$ cat src/rtl/sdhci_rsp_receiver.sv
// SD command-response receiver: waits for the start bit on CMD, shifts in a 48- or 136-bit
// response, and checks CRC7, end bit and command index.
module sdhci_rsp_receiver #(
  parameter int unsigned TimeoutStrobes = 64,
  parameter int unsigned CntWidth       = 8
) (
  input  logic         clk_i,
  input  logic         rst_i,
  input  logic         sd_clk_en_i,
  input  logic         sd_cmd_i,
  input  logic         start_i,
  input  logic         long_rsp_i,
  input  logic         check_crc_i,
  input  logic         check_index_i,
  input  logic [5:0]   cmd_index_i,
  input  logic         abort_i,
  output logic         busy_o,
  output logic         done_o,
  output logic [119:0] rsp_o,
  output logic         timeout_err_o,
  output logic         crc_err_o,
  output logic         end_bit_err_o,
  output logic         index_err_o
);

  typedef enum logic [1:0] {StIdle, StWaitStart, StReceive, StDone} state_e;

  state_e                state_q, state_d;
  logic [CntWidth-1:0]   bit_cnt_q, bit_cnt_d;
  logic [CntWidth-1:0]   to_cnt_q, to_cnt_d;
  logic [6:0]            crc_q, crc_d;
  logic [6:0]            rx_crc_q, rx_crc_d;
  logic [5:0]            idx_q, idx_d;
  logic [119:0]          rsp_q, rsp_d;
  logic                  timeout_q, timeout_d;
  logic                  crc_err_q, crc_err_d;
  logic                  end_err_q, end_err_d;
  logic                  idx_err_q, idx_err_d;
  logic                  long_q, long_d;
  logic                  chk_crc_q, chk_crc_d;
  logic                  chk_idx_q, chk_idx_d;
  logic [5:0]            exp_idx_q, exp_idx_d;

  // Frame landmarks, counted from the start bit as bit 0.
  logic [CntWidth-1:0]   last_bit;
  logic [CntWidth-1:0]   crc_hi;
  logic [CntWidth-1:0]   rx_crc_lo;
  logic [CntWidth-1:0]   rx_crc_hi;
  logic                  in_crc;
  logic                  in_rx_crc;

  function automatic logic [6:0] crc7_step(input logic [6:0] crc, input logic b);
    logic fb;
    fb = crc[6] ^ b;
    return {crc[5:0], 1'b0} ^ (fb ? 7'h09 : 7'h00);
  endfunction

  assign last_bit  = long_q ? CntWidth'(135) : CntWidth'(47);
  assign crc_hi    = long_q ? CntWidth'(127) : CntWidth'(39);
  assign rx_crc_lo = long_q ? CntWidth'(128) : CntWidth'(40);
  assign rx_crc_hi = long_q ? CntWidth'(134) : CntWidth'(46);

  // Long frames exclude the tx bit and reserved ones from the CRC.
  assign in_crc    = (bit_cnt_q <= crc_hi) &&
                     (long_q ? (bit_cnt_q >= CntWidth'(8)) : (bit_cnt_q >= CntWidth'(1)));
  assign in_rx_crc = (bit_cnt_q >= rx_crc_lo) && (bit_cnt_q <= rx_crc_hi);

  always_comb begin
    state_d   = state_q;
    bit_cnt_d = bit_cnt_q;
    to_cnt_d  = to_cnt_q;
    crc_d     = crc_q;
    rx_crc_d  = rx_crc_q;
    idx_d     = idx_q;
    rsp_d     = rsp_q;
    timeout_d = timeout_q;
    crc_err_d = crc_err_q;
    end_err_d = end_err_q;
    idx_err_d = idx_err_q;
    long_d    = long_q;
    chk_crc_d = chk_crc_q;
    chk_idx_d = chk_idx_q;
    exp_idx_d = exp_idx_q;

    if (abort_i) begin
      state_d = StIdle;
    end else begin
      unique case (state_q)
        StIdle: begin
          if (start_i) begin
            long_d    = long_rsp_i;
            chk_crc_d = check_crc_i;
            chk_idx_d = check_index_i;
            exp_idx_d = cmd_index_i;
            rsp_d     = '0;
            timeout_d = 1'b0;
            crc_err_d = 1'b0;
            end_err_d = 1'b0;
            idx_err_d = 1'b0;
            bit_cnt_d = '0;
            to_cnt_d  = '0;
            crc_d     = '0;
            rx_crc_d  = '0;
            idx_d     = '0;
            state_d   = StWaitStart;
          end
        end
        StWaitStart: begin
          if (sd_clk_en_i) begin
            if (!sd_cmd_i) begin
              bit_cnt_d = CntWidth'(1);
              crc_d     = crc7_step(7'h00, 1'b0);
              state_d   = StReceive;
            end else begin
              to_cnt_d = to_cnt_q + 1'b1;
              if (to_cnt_d == CntWidth'(TimeoutStrobes)) begin
                timeout_d = 1'b1;
                state_d   = StDone;
              end
            end
          end
        end
        StReceive: begin
          if (sd_clk_en_i) begin
            bit_cnt_d = bit_cnt_q + 1'b1;
            if (in_crc) begin
              crc_d = crc7_step(crc_q, sd_cmd_i);
            end
            if (long_q) begin
              if (bit_cnt_q >= CntWidth'(8) && bit_cnt_q <= CntWidth'(127)) begin
                rsp_d = {rsp_q[118:0], sd_cmd_i};
              end
            end else begin
              if (bit_cnt_q >= CntWidth'(2) && bit_cnt_q <= CntWidth'(7)) begin
                idx_d = {idx_q[4:0], sd_cmd_i};
              end
              if (bit_cnt_q >= CntWidth'(8) && bit_cnt_q <= CntWidth'(39)) begin
                rsp_d[31:0] = {rsp_q[30:0], sd_cmd_i};
              end
            end
            if (in_rx_crc) begin
              rx_crc_d = {rx_crc_q[5:0], sd_cmd_i};
            end
            if (bit_cnt_q == last_bit) begin
              end_err_d = !sd_cmd_i;
              crc_err_d = chk_crc_q && (crc_q != rx_crc_q);
              idx_err_d = chk_idx_q && !long_q && (idx_q != exp_idx_q);
              state_d   = StDone;
            end
          end
        end
        StDone: begin
          state_d = StIdle;
        end
        default: begin
          state_d = StIdle;
        end
      endcase
    end
  end

  always_ff @(posedge clk_i or posedge rst_i) begin
    if (rst_i) begin
      state_q   <= StIdle;
      bit_cnt_q <= '0;
      to_cnt_q  <= '0;
      crc_q     <= '0;
      rx_crc_q  <= '0;
      idx_q     <= '0;
      rsp_q     <= '0;
      timeout_q <= 1'b0;
      crc_err_q <= 1'b0;
      end_err_q <= 1'b0;
      idx_err_q <= 1'b0;
      long_q    <= 1'b0;
      chk_crc_q <= 1'b0;
      chk_idx_q <= 1'b0;
      exp_idx_q <= '0;
    end else begin
      state_q   <= state_d;
      bit_cnt_q <= bit_cnt_d;
      to_cnt_q  <= to_cnt_d;
      crc_q     <= crc_d;
      rx_crc_q  <= rx_crc_d;
      idx_q     <= idx_d;
      rsp_q     <= rsp_d;
      timeout_q <= timeout_d;
      crc_err_q <= crc_err_d;
      end_err_q <= end_err_d;
      idx_err_q <= idx_err_d;
      long_q    <= long_d;
      chk_crc_q <= chk_crc_d;
      chk_idx_q <= chk_idx_d;
      exp_idx_q <= exp_idx_d;
    end
  end

  assign busy_o        = (state_q == StWaitStart) || (state_q == StReceive);
  assign done_o        = (state_q == StDone);
  assign rsp_o         = rsp_q;
  assign timeout_err_o = timeout_q;
  assign crc_err_o     = crc_err_q;
  assign end_bit_err_o = end_err_q;
  assign index_err_o   = idx_err_q;

endmodule

$ cat config.mk
export PLATFORM = sky130hd
export DESIGN_NAME = sdhci_rsp_receiver
export DESIGN_NICKNAME = d
export VERILOG_FILES = /design/src/rtl/sdhci_rsp_receiver.sv
export SDC_FILE = /design/constraint.sdc
export NUM_CORES = 1
export LEC_CHECK = 0
export CORE_MARGIN = 1
export CORE_UTILIZATION = 52
export DETAILED_ROUTE_END_ITERATION = 10
export HOLD_SLACK_MARGIN = 0.06
export PLACE_DENSITY = 0.83
export SLEW_MARGIN = 20
export SYNTH_ARGS = -nofsm -noshare
export SYNTH_HDL_FRONTEND = slang
export SYNTH_SLANG_ARGS = --single-unit
$ cat constraint.sdc
create_clock -name clk_i -period 6.4 [get_ports clk_i]
set_input_delay 1.28 -clock clk_i [delete_from_list [all_inputs] [get_ports clk_i]]
set_output_delay 1.28 -clock clk_i [all_outputs]
set_load 0.02 [all_outputs]
==> run metrics, run 1 <==
cells after synthesis=635; footprint of the multi-input gates=2780 um^2; CTS Sinks=171; endpoints failing hold=0; Worst-Margin Slew=1.03 ns; Die Y=120 um; Final Skew=0.00930 ns; TritonCTS Buffers=17; # rows=42; Detail Placement HPWL=11100 um; Vias/cell=5.90; first-pass GRT wire length=27900 um; Critical Path RT=6.74 ns; mapped cell area=7260 um^2; worst rel slew slack=31.5%; Sequential cell area=4280 um^2; # resized after CTS=0; vias in the first global route=5376; total number of vias=5583; #FFs+latches synth=171; Worst EP arrival=3.96 ns; CP peak stage delay=0.89 ns; area delta synth->final=29.1%; Top FF cell, synth=dfrtp_1; share of cells above drive strength 1=7.39%; Final Max Tran Viols=0; Residual DRC=0; outcome=finished, final reports clean; Max Cap Viol=0; Switching Share=31.3%; number of I/O port buffers=140; latest clock arrival within the worst-skew pair=0.42 ns; Nets=791; Post-synth ARST share=100%; Die X=120 um; GRT Util Overall=24.5%; sequential fraction of the synthesis area=58.9%; top cell type's share of synthesized area=58.9%; # diodes=0; P per Cell Area=297 nW/um^2; Worst Setup End Kind=register; crit path time final=3.61 ns; worst-path maximum fanout=88; fin crit share=56.5%; Die ar.=14400 um^2; RSZ-0062 raised after global routing=false; synthesized area per cell=11.4 um^2; CORE AREA=13500 um^2; top post-synthesis cells by area=dfrtp_1 59%, a22o_1 12%, nand2_1 4.8%, o21ai_0 4.1%, ha_1 2.9%; antenna violations before repair=0; TNS Setup=0 ns; CTS clk-pin slew, worst paths=0.06 ns; Slowest-stage cell, CP=ha_2; Post-synth top cells=171 x dfrtp_1, 101 x a22o_1, 92 x nand2_1; final core utilization=69.7%; maximum vdd drop=221 uV; internal cell power=1.91 mW; H-tree levels=4; CP top delay family=simple AND/OR/NAND/NOR gates; Comb pwr share=19.6%; DRT iter0 DRCs=564; crit path cell chain=inv_1, ha_2, nor2_1, nor4_4, nand2_1, nor3_4, buf_4, a22o_1; clock share of power=38.0%; final wirelength=16700 um; crit path buf inv count=2; DRT Pass-1 Iters=5; pin count of the biggest net entering global routing=112; Sequential Power Share=42.3%; dominant cell type by area after synthesis=dfrtp_1; Starting Density=54.0%; net switching power=0.871 mW; crit path kind=reg -> reg; cts-stage hold buffer count=0; Final ANT Viol Nets=0; Clock Tree Buf Depth=2; Worst Setup Start Kind=register; count leader, synth=dfrtp_1; CTS tree=yes; gpl congestion=0.898; HP Class=reg -> reg; Finish-stage setup viols=0; Routed WL per cell=17.6 um; post-synth cell types=48; number of synthesis warnings=0; syn_nets=667; I/O pins=141; Post-synth EDFFs=0; Post-CTS Setup Inserts=0; power consumption=2.78 mW; Leak=4.21 nW; Max Freq=0.277 GHz; Overflow after GRT=0; Root Driver=clkbuf_16; Fillers=959
## logic make-up after synthesis
kind of cell,Yosys count,synth area share (%)
adder cells (fa/ha/maj),17,2.93
AO/OA/AOI/OAI,202,20.5
AND/OR/NAND/NOR,166,11.0
buffers and inverters,52,3.02
multiplexers,11,1.69
flip-flops,171,58.9
XOR/XNOR,16,1.93
## through the flow
step | worst slack (ns) | hold WS, ns | instances | instance area (um^2)
floorplan | 0.488 | 0.437 | 635 | 7260
global placement | 2.67 | 0.461 | 916 | 8770
detailed placement | 2.55 | 0.462 | 916 | 8770
CTS | 2.76 | 0.476 | 947 | 9380
global route | 2.45 | 0.509 | 947 | 9380
finish | 2.79 | 0.483 | 947 | 9380
## placed cells by master, fill, tap and decap left out, drive strengths merged, types with 2 or more instances in the layout
| master | n |
|---|---|
| dfrtp | 171 |
| nand4 | 6 |
| nand2b | 4 |
| clkbuf | 17 |
| a22o | 101 |
| clkdlybuf4s50 | 140 |
| a211o | 3 |
| a21o | 4 |
| inv | 17 |
| a21oi | 7 |
| and4 | 4 |
| buf | 4 |
| nor2 | 18 |
| mux2 | 10 |
| o21ai | 61 |
| nor2b | 5 |
| o211ai | 2 |
| o31ai | 6 |
| xnor2 | 6 |
| a31oi | 5 |
| ha | 17 |
| bufinv | 3 |
| clkinv | 3 |
| xor2 | 10 |
| a31o | 4 |
| nor4 | 4 |
| nand3 | 15 |
| and3 | 6 |
| or4 | 2 |
| clkinvlp | 4 |
| nand2 | 92 |
| and2 | 3 |
| nor3 | 4 |
## layout make-up
class,count,share of cell area [%]
Clock buffer,17,4.54
Inverter,13,0.574
Tap cell,176,2.35
Clock inverter,14,1.96
Timing Repair Buffer,144,15.3
Sequential cell,171,45.6
Multi-Input combinational cell,412,29.7
## routing by layer
layer / track usage (%) / share of wire, % / vias to the layer above
li1: - / - / 2564
met1: 33.1 / 43 / 2815
met2: 39.7 / 50 / 180
met3: 5.00 / 5.6 / 24
met4: 8.05 / 1.5 / 0
met5: 0 / 0 / -
## power by group through the flow
stage | Clock [mW] | Sequential [mW] | Combinational (mW)
floorplan | 0 | 1.19 | 0.409
global placement | 0 | 1.19 | 0.522
detailed placement | 0 | 1.20 | 0.544
CTS | 1.08 | 1.18 | 0.548
global route | 1.13 | 1.19 | 0.606
finish | 1.06 | 1.18 | 0.547
## final timing paths
path | to | cells past startpoint | startpoint | slack, ns
worst max-delay path | rsp_o[53] | 8 | state_q[0] | 2.79
worst min-delay path | to_cnt_q[7] | 1 | to_cnt_q[7] | 0.48
worst max register to register | rsp_o[53] | 8 | state_q[0] | 2.79
worst min register to register | to_cnt_q[7] | 1 | to_cnt_q[7] | 0.48
max in group asynchronous | rsp_o[119] | 3 | rst_i | 3.62
min in group asynchronous | rsp_o[80] | 2 | rst_i | 1.42
## state kept, by name, summed over array words and instances (netlist names)
register       flops
bit_cnt_q          8
chk_crc_q          1
chk_idx_q          1
crc_err_o          1
crc_q              7
end_bit_err_o      1
exp_idx_q          6
idx_q              6
index_err_o        1
long_q             1
rsp_o            120
rx_crc_q           7
state_q            2
timeout_err_o      1
to_cnt_q           8
(Power assumes the default switching activity.)
==> inputs of run 2 (changes only) <==
clock period = 3.5 ns   (was 6.4 ns; I/O delays follow)
==> run 2 against run 1 <==
Effect of this change: die area unchanged; utilization up 0.41 points; sequential cell count unchanged; clock skew fell by 0.0026 ns; clock power increased by 78%; via count stayed put; setup slack got worse by 2.0 ns; critical endpoint is now busy_o.
==> run metrics, run 2 (synthesized netlist as in run 1, its figures left out) <==
WHS Path Cells=1 (unchanged); max reg flops=120 (unchanged); CORE AREA=13500 um^2 (unchanged); Switching Share=31.6% (+0.35 points); # resized after CTS=0 (unchanged); crit path buf inv count=2 (unchanged); Crit. path cell count=3 (-5); CP peak stage delay=0.65 ns (-0.24 ns); Comb pwr share=20.5% (+0.9 points); Worst-Margin Slew=0.977 ns (-0.0508 ns); Die Y=120 um (unchanged); Slowest-stage cell, CP=clkdlybuf4s50_1; hold_ws=0.480 ns (-0.00305 ns); Detail Placement HPWL=10900 um (-1.6%); CTS Sinks=171 (unchanged); Worst Setup Start Kind=register; crit path launch=state_q[0]; pin count of the biggest net entering global routing=172 (+54%); Residual DRC=0 (unchanged); most frequent cells in the layout=171 x dfrtp_1, 140 x clkdlybuf4s50_1, 101 x a22o_1; TritonCTS Buffers=17 (unchanged); GRT Util Overall=24.0% (-0.48 points); Final ANT Viol Nets=0 (unchanged); Final Max Tran Viols=0 (unchanged); Worst Setup End Kind=output pin; Post-CTS Setup Inserts=0 (unchanged); Worst Slack Setup Final=0.785 ns (-2.00 ns); worst rel slew slack=34.9% (+3.4 points); Worst EP arrival=2.01 ns (-1.95 ns); total number of vias=5583 (unchanged); Routed WL per cell=17.5 um (-0.73%); I/O pins=141 (unchanged); vias in the first global route=5308 (-1.3%); CTS tree=yes; final wirelength=16600 um (-0.42%); crit path cell chain=inv_1, ha_1, clkdlybuf4s50_1; RSZ-0062 raised after global routing=false; cts-stage hold buffer count=0 (unchanged); Vias/cell=5.88 (-0.32%); commonest non-fill, non-tap cell in the layout=dfrtp_1; Leak=4.23 nW (+0.51%); HP Class=reg -> reg; Clock Tree Buf Depth=2 (unchanged); net switching power=1.61 mW (+85%); H-tree levels=4 (unchanged); share of cells above drive strength 1=7.75% (+0.36 points); clock share of power=37.2% (-0.8 points); pre-CTS setup slack=0.602 ns (-1.95 ns); Nets=793 (+0.25%); first-pass GRT wire length=27200 um (-2.4%); Finish-stage setup viols=0 (unchanged); footprint of the multi-input gates=2780 um^2 (unchanged); Sequential Power Share=42.3% (about the same); worst-path maximum fanout=6 (-93%); crit path time final=2.71 ns; Critical Path RT=2.80 ns (-3.94 ns); TNS Setup=0 ns (unchanged); Starting Density=54.0% (unchanged); Fillers=978 (+2.0%); CTS clk-pin slew, worst paths=0.07 ns (about the same); internal cell power=3.48 mW (+82%); latest clock arrival within the worst-skew pair=0.42 ns (about the same); Die X=120 um (unchanged); Die ar.=14400 um^2 (unchanged); # diodes=0 (unchanged); Root Driver=clkbuf_16; antenna violations before repair=0 (unchanged); DRT Pass-1 Iters=6 (+1); Max Freq=0.368 GHz; Max Cap Viol=0 (unchanged); crit path kind=reg -> out; Sequential cell area=4280 um^2 (unchanged); CP top delay family=buffers and inverters; worst r2r path cells=8 (unchanged); number of I/O port buffers=140 (unchanged); DRT iter0 DRCs=503 (-11%); outcome=finished, final reports clean; area delta synth->final=29.9%; # rows=42 (unchanged); Overflow after GRT=0 (unchanged); worst min-delay path startpoint=to_cnt_q[7]; Final Skew=0.00667 ns (-0.00263 ns); endpoints failing hold=0 (unchanged); gpl congestion=0.941 (+4.7%); maximum vdd drop=433 uV (+96%); fin crit share=77.6%; worst reg2reg startpoint=state_q[0]; P per Cell Area=539 nW/um^2 (+82%)
run 2: layer usage:
layer	global-route usage [%]	up-vias	wire [um]
met1	33.1	2786	7390
met3	4.15	25	841
met4	8.83	0	293
met2	38.4	207	8070
met5	0	-	0
li1	-	2565	-
run 2: cell type report:
class,instances,share of cell area [%]
repair buffers,146,15.8
multi-input cells,412,29.5
clock inverters,14,1.76
well taps,176,2.33
inverters,13,0.557
clock buffers,18,4.66
flip-flops and latches,171,45.4
run 2: worst paths after layout:
path | to | slack [ns]
worst min-delay path | to_cnt_q[7] | 0.48
worst max register to register | rsp_o[102] | 0.89
worst max-delay path | busy_o | 0.79
max in group asynchronous | rsp_o[54] | 1.90
min in group asynchronous | rsp_o[114] | 0.80
worst min register to register | to_cnt_q[7] | 0.48
run 2: power by group through the flow:
| stage | registers, mW | clock network [mW] | logic, mW |
|---|---|---|---|
| finish | 2.15 | 1.89 | 1.04 |
| detailed placement | 2.19 | 0 | 1.00 |
| floorplan | 2.18 | 0 | 0.749 |
| global placement | 2.18 | 0 | 0.955 |
| global route | 2.16 | 2.02 | 1.16 |
| CTS | 2.15 | 1.92 | 1.01 |
run 2: through the flow:
step	cell area, um^2	std cells	total power [mW]	util (%)
CTS	9400	949	5.08	69.9
global route	9430	950	5.34	70.1
detailed placement	8800	917	3.19	65.4
finish	9430	950	5.08	70.1
floorplan	7270	635	2.93	-
global placement	8800	917	3.13	65.4
